$ cat src/rtl/adc_serial_arbiter.sv
// adc_serial_arbiter: round-robin sharing of the ADC 3-wire serial register
// port between NUM_REQ requesters. Each grant becomes one 32-bit write frame
// {12'h001, addr[3:0], data[15:0]} shifted MSB first.
// Ports:
//   Clock, Reset        system clock, asynchronous active-high reset
//   ReqValid/Addr/Data  per-requester write requests (slice i = requester i)
//   ReqReady            one-cycle accept pulse (address/data captured)
//   ReqDone             one-cycle pulse on the last gap cycle of the frame
//   Sclk/Sdata/Select   serial port (Sclk idles low, Select active low)
//   Busy                high whenever the engine is not idle
// Optional: define ADC_SERIAL_SHADOW_EN to add ShadowAddr/ShadowData and a
//   16x16 shadow copy of every completed register write.
module adc_serial_arbiter #(
  parameter int unsigned NUM_REQ    = 2,
  parameter int unsigned SCLK_DIV   = 4,
  parameter int unsigned GAP_CYCLES = 8
) (
  input  logic                    Clock,
  input  logic                    Reset,
  input  logic [NUM_REQ-1:0]      ReqValid,
  input  logic [4*NUM_REQ-1:0]    ReqAddr,
  input  logic [16*NUM_REQ-1:0]   ReqData,
  output logic [NUM_REQ-1:0]      ReqReady,
  output logic [NUM_REQ-1:0]      ReqDone,
  output logic                    Sclk,
  output logic                    Sdata,
  output logic                    Select,
`ifdef ADC_SERIAL_SHADOW_EN
  input  logic [3:0]              ShadowAddr,
  output logic [15:0]             ShadowData,
`endif
  output logic                    Busy
);

  localparam int unsigned PTR_W   = (NUM_REQ > 1) ? $clog2(NUM_REQ) : 1;
  localparam int unsigned CNT_MAX = (SCLK_DIV > GAP_CYCLES) ? SCLK_DIV : GAP_CYCLES;
  localparam int unsigned CNT_W   = (CNT_MAX > 1) ? $clog2(CNT_MAX) : 1;
  localparam int unsigned FRAME_W = 32;
  localparam int unsigned BIT_W   = 5;

  localparam logic [11:0]        HEADER   = 12'h001;
  localparam logic [CNT_W-1:0]   DIV_LAST = CNT_W'(SCLK_DIV - 1);
  localparam logic [CNT_W-1:0]   GAP_LAST = CNT_W'(GAP_CYCLES - 1);
  localparam logic [BIT_W-1:0]   BIT_LAST = BIT_W'(FRAME_W - 1);
  localparam logic [NUM_REQ-1:0] ONE_REQ  = NUM_REQ'(1);

  typedef enum logic [2:0] {S_IDLE, S_SETUP, S_SHIFT, S_HOLD, S_GAP} state_e;

  state_e               state_q, state_d;
  logic [CNT_W-1:0]     cnt_q, cnt_d;
  logic [BIT_W-1:0]     bit_q, bit_d;
  logic                 phase_q, phase_d;   // 0: Sclk low half, 1: high half
  logic [FRAME_W-1:0]   sh_q, sh_d;
  logic [PTR_W-1:0]     ptr_q, ptr_d;
  logic [PTR_W-1:0]     gnt_q, gnt_d;
  logic [NUM_REQ-1:0]   ready_q, ready_d;
  logic [NUM_REQ-1:0]   done_q, done_d;
  logic                 sclk_q, sclk_d;
  logic                 sdata_q, sdata_d;
  logic                 select_q, select_d;
  logic                 busy_q, busy_d;

  logic                 found_c;
  logic [PTR_W-1:0]     pick_c;
  logic [3:0]           addr_c;
  logic [15:0]          data_c;

  // Round-robin scan starting at the pointer; first valid requester wins.
  always_comb begin
    logic [NUM_REQ-1:0]    vshift;
    logic [4*NUM_REQ-1:0]  ashift;
    logic [16*NUM_REQ-1:0] dshift;
    int unsigned           idx;
    found_c = 1'b0;
    pick_c  = '0;
    vshift  = '0;
    idx     = 0;
    for (int unsigned i = 0; i < NUM_REQ; i++) begin
      idx    = (32'(ptr_q) + i) % NUM_REQ;
      vshift = ReqValid >> idx;
      if (!found_c && vshift[0]) begin
        found_c = 1'b1;
        pick_c  = PTR_W'(idx);
      end
    end
    ashift = ReqAddr >> (32'(pick_c) * 32'd4);
    dshift = ReqData >> (32'(pick_c) * 32'd16);
    addr_c = ashift[3:0];
    data_c = dshift[15:0];
  end

  // Next state, frame sequencing and registered output values.
  always_comb begin
    state_d = state_q;
    cnt_d   = cnt_q;
    bit_d   = bit_q;
    phase_d = phase_q;
    sh_d    = sh_q;
    ptr_d   = ptr_q;
    gnt_d   = gnt_q;
    ready_d = '0;

    unique case (state_q)
      S_IDLE: begin
        if (found_c) begin
          state_d = S_SETUP;
          cnt_d   = '0;
          bit_d   = '0;
          phase_d = 1'b0;
          sh_d    = {HEADER, addr_c, data_c};
          ptr_d   = PTR_W'((32'(pick_c) + 32'd1) % NUM_REQ);
          gnt_d   = pick_c;
          ready_d = ONE_REQ << pick_c;
        end
      end
      S_SETUP: begin
        if (cnt_q == DIV_LAST) begin
          state_d = S_SHIFT;
          cnt_d   = '0;
          phase_d = 1'b0;
          bit_d   = '0;
        end else begin
          cnt_d = cnt_q + CNT_W'(1);
        end
      end
      S_SHIFT: begin
        if (cnt_q == DIV_LAST) begin
          cnt_d = '0;
          if (!phase_q) begin
            phase_d = 1'b1;
          end else if (bit_q == BIT_LAST) begin
            state_d = S_HOLD;
            phase_d = 1'b0;
          end else begin
            // Next bit is presented only at the start of a low half.
            phase_d = 1'b0;
            bit_d   = bit_q + BIT_W'(1);
            sh_d    = {sh_q[FRAME_W-2:0], 1'b0};
          end
        end else begin
          cnt_d = cnt_q + CNT_W'(1);
        end
      end
      S_HOLD: begin
        if (cnt_q == DIV_LAST) begin
          state_d = S_GAP;
          cnt_d   = '0;
        end else begin
          cnt_d = cnt_q + CNT_W'(1);
        end
      end
      S_GAP: begin
        if (cnt_q == GAP_LAST) state_d = S_IDLE;
        else                   cnt_d   = cnt_q + CNT_W'(1);
      end
      default: state_d = S_IDLE;
    endcase

    done_d   = (state_d == S_GAP && cnt_d == GAP_LAST) ? (ONE_REQ << gnt_q) : '0;
    sclk_d   = (state_d == S_SHIFT) && phase_d;
    select_d = !(state_d inside {S_SETUP, S_SHIFT, S_HOLD});
    sdata_d  = (state_d inside {S_SETUP, S_SHIFT, S_HOLD}) ? sh_d[FRAME_W-1] : 1'b0;
    busy_d   = (state_d != S_IDLE);
  end

  always_ff @(posedge Clock or posedge Reset) begin
    if (Reset) begin
      state_q  <= S_IDLE;
      cnt_q    <= '0;
      bit_q    <= '0;
      phase_q  <= 1'b0;
      sh_q     <= '0;
      ptr_q    <= '0;
      gnt_q    <= '0;
      ready_q  <= '0;
      done_q   <= '0;
      sclk_q   <= 1'b0;
      sdata_q  <= 1'b0;
      select_q <= 1'b1;
      busy_q   <= 1'b0;
    end else begin
      state_q  <= state_d;
      cnt_q    <= cnt_d;
      bit_q    <= bit_d;
      phase_q  <= phase_d;
      sh_q     <= sh_d;
      ptr_q    <= ptr_d;
      gnt_q    <= gnt_d;
      ready_q  <= ready_d;
      done_q   <= done_d;
      sclk_q   <= sclk_d;
      sdata_q  <= sdata_d;
      select_q <= select_d;
      busy_q   <= busy_d;
    end
  end

  assign ReqReady = ready_q;
  assign ReqDone  = done_q;
  assign Sclk     = sclk_q;
  assign Sdata    = sdata_q;
  assign Select   = select_q;
  assign Busy     = busy_q;

`ifdef ADC_SERIAL_SHADOW_EN
  logic [3:0]         wr_addr_q, wr_addr_d;
  logic [15:0]        wr_data_q, wr_data_d;
  logic [15:0][15:0]  shadow_q, shadow_d;

  // Capture the granted write; commit it when the frame completes.
  always_comb begin
    wr_addr_d = wr_addr_q;
    wr_data_d = wr_data_q;
    shadow_d  = shadow_q;
    if (state_q == S_IDLE && found_c) begin
      wr_addr_d = addr_c;
      wr_data_d = data_c;
    end
    if (|done_q) shadow_d[wr_addr_q] = wr_data_q;
  end

  always_ff @(posedge Clock or posedge Reset) begin
    if (Reset) begin
      wr_addr_q <= '0;
      wr_data_q <= '0;
      shadow_q  <= '0;
    end else begin
      wr_addr_q <= wr_addr_d;
      wr_data_q <= wr_data_d;
      shadow_q  <= shadow_d;
    end
  end

  assign ShadowData = shadow_q[ShadowAddr];
`endif

endmodule

$ cat config.mk
export PLATFORM = sky130hd
export DESIGN_NAME = adc_serial_arbiter
export DESIGN_NICKNAME = d
export VERILOG_FILES = /design/src/rtl/adc_serial_arbiter.sv
export SDC_FILE = /design/constraint.sdc
export NUM_CORES = 1
export LEC_CHECK = 0
export CORE_AREA = 4 4 86 88
export CTS_CLUSTER_DIAMETER = 80
export DETAILED_ROUTE_END_ITERATION = 16
export DIE_AREA = 0 0 90 92
export PLACE_DENSITY = 0.66
export SLEW_MARGIN = 20
export SYNTH_ARGS = -nofsm -noshare
export SYNTH_HDL_FRONTEND = slang
export SYNTH_SLANG_ARGS = --single-unit
$ cat constraint.sdc
create_clock -name Clock -period 2.13 [get_ports Clock]
set_clock_uncertainty 0.1 [all_clocks]
set_input_delay 0.426 -clock Clock [delete_from_list [all_inputs] [get_ports Clock]]
set_output_delay 0.426 -clock Clock [all_outputs]
set_load 0.05 [all_outputs]
# After elaboration in Yosys (flattened, before gate mapping)
# Index checks and enable logic that the tools add are counted.
dict set report word_totals {
  in_bits 44
  ff_bits 54
  out_inout_bits 8
}
dict set report classes {
  n_eq_ne 17
  shifts 6
  add_sub_neg 4
  mux 36
  reduce_logical 14
}
# op n
set op_table {}
lappend op_table {{$mux 32} 4}
lappend op_table {{$pmux 32 s2} 1}
lappend op_table {{$shr 32x5->16} 1}
lappend op_table {{$mux 3} 10}
lappend op_table {{$mux 5} 5}
lappend op_table {{$eq 3x2->1 const B} 5}
lappend op_table {{$pmux 3 s5} 1}
lappend op_table {{$pmux 5 s3} 1}
lappend op_table {{$eq 3x3->1 const B} 4}
lappend op_table {{$ne 2x2->1 const B} 5}
lappend op_table {{$mux 1} 9}
lappend op_table {{$pmux 3 s3} 1}
lappend op_table {{$reduce_bool 3->1} 3}
lappend op_table {{$shr 8x3->4} 1}
lappend op_table {{$eq 3x1->1 const B} 2}
lappend op_table {{$mux 2} 3}
lappend op_table {{$reduce_and 6->1} 1}
lappend op_table {{$add 5x1->5 const B} 1}
lappend op_table {{$eq 5x5->1 const B} 1}
lappend op_table {{$reduce_and 5->1} 1}
lappend op_table {{$shl 1x1->2 const A} 2}
lappend op_table {{$shr 2x1->1} 2}
lappend op_table {{$add 3x1->3 const B} 1}
lappend op_table {{$logic_and 1x1->1} 3}
lappend op_table {{7 further kinds} 9}

# Logic depth before layout (Yosys ltp)
# Gate-level depths: netlist (run 1).
dict set report logic_depth {
  depth_word 10
  ltp_mapped 8
  mapped_depth_nobuf 7
}

# Worst setup path after synthesis (run 1)
# OpenSTA, ideal clock, no wires.
dict set report synth_timing {
  path_type {register to register}
  from {register bit_q[0]}
  to {register sh_q[24]}
  required_ns 1.909
  synth_period_minus_slack_ns 2.105
  stages_incl_launch_ff 8
  slack_ns 0.025
  arrival_time_ns 1.884
  path_cell_list {dfrtp_1 -> ha_1 -> and3_1 -> ha_1 -> nand4bb_2 -> a2bb2oi_2 -> buf_2 -> a22o_1}
}
dict set report synth_via {
  elab_chain_len 3
}
# element line
set synth_rtl {}
lappend synth_rtl {{start: declaration} 51} ;# logic [BIT_W-1:0] bit_q, bit_d;
lappend synth_rtl {{start signal: assignment} 184} ;# bit_q <= bit_d;
lappend synth_rtl {{$eq 5x5->1} 131} ;# end else if (bit_q == BIT_LAST) begin
lappend synth_rtl {{$ne 2x2->1 (no source line)} n/a}
lappend synth_rtl {{$reduce_and 5->1 (no source line)} n/a}
lappend synth_rtl {{end signal: assignment} 172} ;# sh_q <= '0;
lappend synth_rtl {{end signal: assignment} 186} ;# sh_q <= sh_d;
lappend synth_rtl {{end: declaration} 53} ;# logic [FRAME_W-1:0] sh_q, sh_d;
# Every way passes these cells.
# A chain may end at the register's enable or synchronous reset.

# Worst setup path in the final report (run 1)
dict set report layout_timing {
  from {register bit_q[1]}
  to {register sh_q[13]}
}
# The elaborated chain is that of the path after synthesis.

==> flow_summary.json, run 1 <==
{
  "finalWorstSetupSlack_ps": -0.803,
  "syn_to_final_growth_pct": 40.4,
  "hold_violations": 0,
  "cts_buffers": 5,
  "ff2ff_setup_slack_ps": -0.8,
  "required_ps": 2260,
  "outcome": "finished with violations",
  "dp_slack_ps": -66.8,
  "clockBufferDepth": 2,
  "cts_tree": "done",
  "finalPower_w": 0.00399,
  "path_buf_inv": 2,
  "p_leak_nw": 1.54,
  "hold_class": "in -> async",
  "port_buffers": 51,
  "violations": "negative setup slack",
  "gp_congestion": 0.767,
  "tightest_slew_ps": 502,
  "ys_async_sr_fraction_pct": 100,
  "nNetsFinal": 354,
  "initial_core_util_pct": 39.0,
  "row_count": 30,
  "setup-violations-final": 1,
  "relSlewSlack_pct": 66.4,
  "crit_slowest_cell": "dfrtp_1",
  "synthFlopType": "dfrtp_1",
  "cts-root-buf": "clkbuf_8",
  "numClockSinks": 54,
  "die_h_um": 92,
  "globalRouteOverflowTotal": 0,
  "die_w_um": 90,
  "synthSimpleGateAreaFrac_pct": 13.3,
  "finalCriticalPeriod_ps": 2130,
  "synth_compound_area_share_pct": 24.7,
  "first_global_vias": 2070,
  "start_kind": "flip-flop",
  "vias": 2177,
  "top_usage_layer": "met2",
  "seq_area_frac_synth_pct": 52.2,
  "ys_ff_latch": 54,
  "crit_family": "simple AND/OR/NAND/NOR gates",
  "cp_slowest_stage_delay_ps": 390,
  "vdd_ir_drop_max_mv": 0.505,
  "viasPerCell": 5.63,
  "synthAdderAreaFrac_pct": 1.93,
  "reg2reg_depth": 9,
  "wire_per_inst_um": 15.8,
  "routed_wl_mm": 6.12,
  "cts_max_level": 2,
  "use_met3_pct": 2.63,
  "antenna_cells": 0,
  "final_cell_mix": "53 x dfrtp_1, 50 x clkdlybuf4s50_1, 21 x nand2_1",
  "syn_inst": 239,
  "p_per_area_mw_per_mm2": 1100,
  "grt_util_met2_pct": 22.0,
  "cts_hold_buf": 0,
  "clk_pin_slew_ps": 100,
  "ys_types": 47,
  "setup.worst_path.class": "reg -> reg",
  "synthXorXnorAreaFrac_pct": 0.677,
  "core_area_mm2": 0.00664,
  "syn-num-nets": 287,
  "synth_top_area_share_pct": 51.2,
  "drive_gt1_share_pct": 21.2,
  "io_pins": 52,
  "netlist_top_cells_area": "dfrtp_1 51%, a222oi_1 5.8%, a22o_1 4.4%",
  "antenna_found_initial": 0,
  "synth_top_area_cell": "dfrtp_1",
  "layout_commonest_cell": "dfrtp_1",
  "fmax_ghz": 0.469,
  "drv_slew": 0,
  "rsz0062_at_grt": "true",
  "dpl-instance-area_mm2": 0.00330,
  "ys.warnings.count": 0,
  "track_usage_pct": 13.9,
  "fp.dieArea_mm2": 0.00828,
  "post-route-drc-count": 0,
  "maxCapViolations": 0,
  "r2r-end": "sh_q[13]",
  "synth.area.mux_share_pct": 2.32,
  "clock_latency_ps": 300,
  "worst-path-max-fanout": 7,
  "cp_cell_sequence": "ha_2, and3_4, ha_4, nand4bb_4, buf_6, o2bb2ai_4, clkbuf_16, nor2_2, a21oi_1",
  "ant_nets": 0,
  "fin_crit_sh_pct": 100,
  "crit_path_end_kind": "flip-flop",
  "grt_pass1_wl_mm": 9.65,
  "syn_avg_cell_area_um2": 10.8,
  "synth_top_family_by_area": "compound AO/OA/AOI/OAI gates",
  "firstDrtPassIters": 6,
  "stdcell_area_mm2": 0.00363,
  "fill_cells": 562,
  "syn_area_mm2": 0.00259,
  "use_met1_pct": 19.5,
  "cp_num_cells": 9,
  "r2r-start": "bit_q[1]",
  "dr.first_iter.drc_count": 189,
  "arrival_ps": 2260,
  "place.detailed.hpwl_mm": 4.15,
  "synth-edff-count": 0,
  "grt_max_degree": 31
}
[flip-flops by register name, indices dropped and copies added, names as in the netlist]
name and flops:
Sdata 1, Sclk 1, ReqReady 2, Busy 1, cnt_q 3, bit_q 5, sh_q 32, state_q 3
ReqDone 2, Select 1, gnt_q 1, phase_q 1, ptr_q 1
[area by class of cell]
cell class	instances	area (um^2)	share of cell area [%]
Sequential cell	54	1350	37.2
Timing Repair Buffer	77	796	21.9
Clock buffer	6	82.6	2.27
Multi-Input combinational cell	162	1220	33.6
Inverter	6	22.5	0.620
Tap cell	80	100	2.75
Clock inverter	2	60.1	1.65
[cell usage after synthesis (all sizes together) (3+ instances only)]
cell / number
o211ai: 4
nor2: 25
inv: 6
nand2: 22
mux2i: 6
buf: 14
a21oi: 20
o211a: 3
a22o: 13
dfrtp: 53
ha: 4
nor2b: 3
o21ai: 11
nand3: 3
nor4: 3
a222oi: 15
clkbuf: 3
[routing by layer]
metal	wire (um)	share of wire, %
met5	0	0
met3	356	5.8
met1	2700	44
met2	3020	49
met4	38	0.62
[worst register-to-register path: cells and delay by family (launching register included)]
family | cells | cell delay, ps
AOI/OAI and AO/OA | 2 | 340
DFF | 1 | 390
and+or+nand+nor | 3 | 480
buffers and inverters | 2 | 410
adders and majority gates | 2 | 350
[through the flow]
step / utilization, % / std cells / TNS [ps] / hold slack, ps
floorplan: - / 239 / 0 / 332
global placement: 49.6 / 373 / -133 / 368
detailed placement: 49.6 / 373 / -1070 / 380
CTS: 51.9 / 381 / 0 / 354
global route: 54.7 / 387 / -1160 / 383
finish: 54.7 / 387 / -0.803 / 339
[where the power goes]
| part | leakage [nW] | switching (W) | internal (W) |
|---|---|---|---|
| clock | 0.0714 | 0.000328 | 0.000501 |
| combinational | 0.787 | 0.000818 | 0.000751 |
| sequential | 0.686 | 0.000253 | 0.00134 |
| total | 1.54 | 0.00140 | 0.00259 |
[timing repair]
| action | in CTS | in global routing |
|---|---|---|
| hold endpoints to repair | 0 | 0 |
| buffers inserted | 0 | 4 |
| gates cloned | 0 | 2 |
| pin swaps | 0 | 13 |
| endpoints found under the setup margin | 33 | 21 |
| resized for setup | 1 | 26 |
[cells by family after synthesis]
| group | after synthesis |
|---|---|
| compound gates | 82 |
| simple gates | 68 |
| flops | 54 |
| buf+inv | 23 |
| mux | 6 |
| fa+ha+maj | 4 |
| xor+xnor | 2 |
[worst max path at each step]
stage                           to         from  slack (ps)
after floorplan           sh_q[24]     bit_q[0]          20
after global placement       Sdata  ReqValid[1]         -50
after detailed placement  sh_q[20]     bit_q[0]         -70
after CTS                 sh_q[20]     bit_q[0]          40
after global routing      sh_q[12]     bit_q[1]         -90
final                     sh_q[13]     bit_q[1]        -0.8
No activity file was read; power rests on OpenSTA's default activity.
==> run 2, diff against run 1 <==
--- a/config.mk
+++ b/config.mk
@@ -7,7 +7,6 @@
 export LEC_CHECK = 0
-export CORE_AREA = 4 4 86 88
+export CORE_AREA = 4 4 100 102
 export CTS_CLUSTER_DIAMETER = 80
 export DETAILED_ROUTE_END_ITERATION = 16
-export DIE_AREA = 0 0 90 92
-export PLACE_DENSITY = 0.66
+export DIE_AREA = 0 0 104 106
 export SLEW_MARGIN = 20
==> constraint.sdc (replaced) <==
create_clock -name Clock -period 2.13 [get_ports Clock]
set_clock_uncertainty 0.1 [all_clocks]
set_input_delay 0.639 -clock Clock [delete_from_list [all_inputs] [get_ports Clock]]
set_output_delay 0.639 -clock Clock [all_outputs]
set_load 0.05 [all_outputs]
==> run 2 against run 1 <==
Compared with the run above: the flow now finishes without violations; via count decreased by 2.3%; design area decreased by 1.6%; clock-buffer cell count unchanged; global-route usage decreased by 2.8 points; combinational power decreased by 8%; critical path depth decreased by 3; largest cell class unchanged; critical path type is now in -> reg; power decreased by 10%; worst hold slack improved by 46 ps; utilization decreased by 15 points; sequential power about the same.
==> flow_summary.json, run 2 (synthesis gave the netlist of run 1 again) <==
{
  "nNetsFinal": 360,
  "numClockSinks": 54,
  "clk_pin_slew_ps": 100,
  "crit_path_end_kind": "flip-flop",
  "outcome": "completed",
  "finalCriticalPeriod_ps": 2040,
  "max_flop_register": "sh_q",
  "grt_pass1_wl_mm": 10.2,
  "dr.first_iter.drc_count": 110,
  "finalPower_w": 0.00358,
  "core_area_mm2": 0.00911,
  "viasPerCell": 5.02,
  "ant_nets": 0,
  "routed_wl_mm": 5.97,
  "clockBufferDepth": 2,
  "hold_class": "reg -> reg",
  "cts-root-buf": "clkbuf_8",
  "first_global_vias": 2106,
  "tightest_slew_ps": 347,
  "fp.dieArea_mm2": 0.0110,
  "wire_per_inst_um": 14.1,
  "cts_max_level": 2,
  "post-route-drc-count": 0,
  "relSlewSlack_pct": 76.8,
  "syn_to_final_growth_pct": 38.1,
  "clock_latency_ps": 300,
  "fmax_ghz": 0.490,
  "drv_slew": 0,
  "vias": 2128,
  "p_per_area_mw_per_mm2": 1000,
  "port_buffers": 51,
  "antenna_cells": 0,
  "maxCapViolations": 0,
  "vdd_ir_drop_max_mv": 0.389,
  "setup.worst_path.class": "in -> reg",
  "grt_max_degree": 31,
  "row_count": 35,
  "dp_slack_ps": -250,
  "cts_tree": "done",
  "instances_no_fill": 424,
  "start_kind": "input pin",
  "track_usage_pct": 11.1,
  "finalWorstSetupSlack_ps": 87.8,
  "fin_crit_sh_pct": 95.9,
  "place_inst": 413,
  "initial_core_util_pct": 28.4,
  "setup-violations-final": 0,
  "largest_reg_flops": 32,
  "die_h_um": 106,
  "cts_hold_buf": 0,
  "fin_util_pct": 39.3,
  "drive_gt1_share_pct": 20.4,
  "required_ps": 2190,
  "rsz0062_at_grt": "false",
  "gp_congestion": 0.747,
  "top_regs": "sh_q (32), bit_q (5)",
  "place.detailed.hpwl_mm": 4.36,
  "layout_commonest_cell": "dfrtp_1",
  "p_leak_nw": 1.55,
  "arrival_ps": 2100,
  "hold_violations": 0,
  "die_w_um": 104,
  "io_pins": 52,
  "worst-path-max-fanout": 11,
  "holdWs_ps": 385,
  "firstDrtPassIters": 4,
  "globalRouteOverflowTotal": 0,
  "cts_buffers": 5,
  "final_cell_mix": "52 x dfrtp_1, 43 x clkdlybuf4s50_1, 34 x buf_4",
  "antenna_found_initial": 0
}
-- run 2: path summary, 6_finish.rpt --
check / start / slack (ps) / cells after the start / end
worst max register to register: bit_q[1] / 90 / 8 / bit_q[4]
max in group asynchronous: Reset / 940 / 3 / Select
worst min-delay path: gnt_q / 380 / 1 / ReqDone[0]
worst max-delay path: ReqValid[1] / 90 / 6 / sh_q[14]
min in group asynchronous: Reset / 480 / 2 / ReqReady[1]
worst min register to register: gnt_q / 380 / 1 / ReqDone[0]
-- run 2: layout make-up --
type / instances / area (um^2)
fill: 903 / 5530
inverter: 6 / 22.5
clock inverter: 2 / 13.8
tap: 111 / 139
clock buffer: 6 / 72.6
timing repair buffer: 83 / 811
sequential: 54 / 1350
multi-input combinational: 162 / 1160
-- run 2: power by group --
group | internal [W] | switching (W)
clock | 0.000233 | 0.000319
combinational | 0.000686 | 0.000761
sequential | 0.00134 | 0.000237
-- run 2: what timing repair did --
action                     CTS  global route
setup endpoints to repair   34            31
setup buffers                0             2
pin swaps                    0             6
resized for setup            2             6
cloned                       0             1
-- run 2: critical path: stages --
cell             delay, ps
clkdlybuf4s50_1        540
nand2_1                 70
and3_1                 200
buf_4                  180
a222oi_1               330
a21oi_1                140
-- run 2: routing by layer --
metal	track usage [%]	wire, um	vias to the layer above
met5	0	0	-
met4	1.99	14	0
met3	2.67	227	2
met2	18.2	2880	39
met1	15.0	2850	1045
li1	-	-	1042
-- run 2: through the flow --
stage                     cell area (um^2)  TNS (ps)
after floorplan                       2590         0
after global placement                3400     -4970
after detailed placement              3400     -5140
after CTS                             3510         0
after global routing                  3580         0
final                                 3580         0
==> run 3, diff against run 2 <==
Settings changed: PLACE_DENSITY_LB_ADDON set to 0.25.
==> run 3 against run 2 <==
Compared with the run above: design area is 1.4% higher; via count rose by 0.19%; combinational power hardly changed; die area is the same; first-iteration DRC count up 21%; non-clock buffer count up 2; final cell count grew 0.47%.
==> flow_summary.json, run 3 (synthesis gave the netlist of run 1 again) <==
{
  "outcome": "completed",
  "tns_ps": 0,
  "fin_crit_sh_pct": 95.0,
  "dr.first_iter.drc_count": 133,
  "wire_per_inst_um": 14.5,
  "port_buffers": 51,
  "cts_tree": "done",
  "globalRouteOverflowTotal": 0,
  "track_usage_pct": 11.4,
  "clk_pin_slew_ps": 110,
  "io_pins": 52,
  "p_leak_nw": 1.56,
  "drive_gt1_share_pct": 21.6,
  "maxCapViolations": 0,
  "gp_congestion": 0.789,
  "row_count": 35,
  "initial_core_util_pct": 28.4,
  "antenna_found_initial": 0,
  "dpl-instance-area_mm2": 0.00340,
  "vdd_ir_drop_max_mv": 0.401,
  "die_h_um": 106,
  "firstDrtPassIters": 5,
  "clockBufferDepth": 2,
  "cts_hold_buf": 0,
  "fill_cells": 904,
  "fin_util_pct": 39.8,
  "relSlewSlack_pct": 75.8,
  "drv_slew": 0,
  "start_kind": "flip-flop",
  "tightest_slew_ps": 360,
  "stdcell_area_mm2": 0.00362,
  "antenna_cells": 0,
  "required_ps": 2270,
  "finalCriticalPeriod_ps": 2020,
  "worst-path-max-fanout": 7,
  "first_global_vias": 2201,
  "ant_nets": 0,
  "core_area_mm2": 0.00911,
  "cts_max_level": 2,
  "largest_reg_flops": 32,
  "holdWs_ps": 378,
  "routed_wl_mm": 6.16,
  "nNetsFinal": 362,
  "hold_class": "reg -> reg",
  "viasPerCell": 5.00,
  "setup.worst_path.class": "reg -> reg",
  "grt_pass1_wl_mm": 10.4,
  "numClockSinks": 54,
  "clock_latency_ps": 320,
  "vias": 2132,
  "crit_path_end_kind": "flip-flop",
  "max_flop_register": "sh_q",
  "rsz0062_at_grt": "true",
  "syn_to_final_growth_pct": 40.0,
  "die_w_um": 104,
  "top_regs": "sh_q (32), bit_q (5)",
  "place.detailed.hpwl_mm": 4.32,
  "post-route-drc-count": 0,
  "fmax_ghz": 0.494,
  "cts-root-buf": "clkbuf_8",
  "setup-violations-final": 0,
  "ff2ff_setup_slack_ps": 110,
  "arrival_ps": 2160,
  "p_per_area_mw_per_mm2": 1040,
  "layout_commonest_cell": "dfrtp_1",
  "hold_violations": 0,
  "cts_buffers": 5,
  "final_cell_mix": "53 x dfrtp_1, 43 x clkdlybuf4s50_1, 34 x buf_4",
  "grt_max_degree": 55,
  "fp.dieArea_mm2": 0.0110
}
[run 3: what timing repair did]
action                     in CTS  in global routing
resized for setup               1                  9
pin swaps                       0                 18
cloned                          0                  1
hold endpoints to repair        0                  0
setup buffers                   0                  4
setup endpoints to repair      34                 33
[run 3: critical path, cell delays in order (launching register included)]
cell,delay (ps)
dfrtp_1,400
ha_2,190
and3_4,150
ha_4,150
nand4bb_4,310
nor2_8,220
clkbuf_16,180
a222oi_1,100
a21oi_1,150
[run 3: path summary, 6_finish.rpt]
| kind | startpoint | endpoint | cells past startpoint |
|---|---|---|---|
| min in group asynchronous | Reset | ReqDone[0] | 3 |
| max in group asynchronous | Reset | Select | 3 |
| worst min register to register | gnt_q | ReqDone[0] | 1 |
| worst min-delay path | gnt_q | ReqDone[0] | 1 |
| worst max register to register | bit_q[1] | sh_q[16] | 8 |
| worst max-delay path | bit_q[1] | sh_q[16] | 8 |
[run 3: power breakdown]
group	total (W)	internal, W	switching, W	leakage [nW]
sequential	0.00157	0.00134	0.000227	0.686
clock	0.000709	0.000350	0.000358	0.0504
combinational	0.00148	0.000707	0.000776	0.824
[run 3: through the flow]
step	total power, W	cells	setup WS [ps]
final	0.00376	426	107
after global placement	0.00301	413	-140
after detailed placement	0.00305	413	-147
after global routing	0.00407	426	-19.2
after CTS	0.00377	421	29.6
after floorplan	0.00254	239	24.9
[run 3: final cells by class]
cell class | count | area (um^2) | area share [%]
clock buffers | 5 | 68.8 | 1.90
clock inverters | 3 | 45.0 | 1.24
inverters | 6 | 22.5 | 0.621
multi-input cells | 162 | 1160 | 32.1
flip-flops and latches | 54 | 1350 | 37.3
well taps | 111 | 139 | 3.83
repair buffers | 85 | 833 | 23.0
[run 3: per-layer routing]
metal	wire (um)	share of wire [%]	global-route usage, %
met5	0	0	0
met1	2990	49	15.3
met2	2820	46	18.3
met3	272	4.4	2.43
met4	78	1.3	3.80
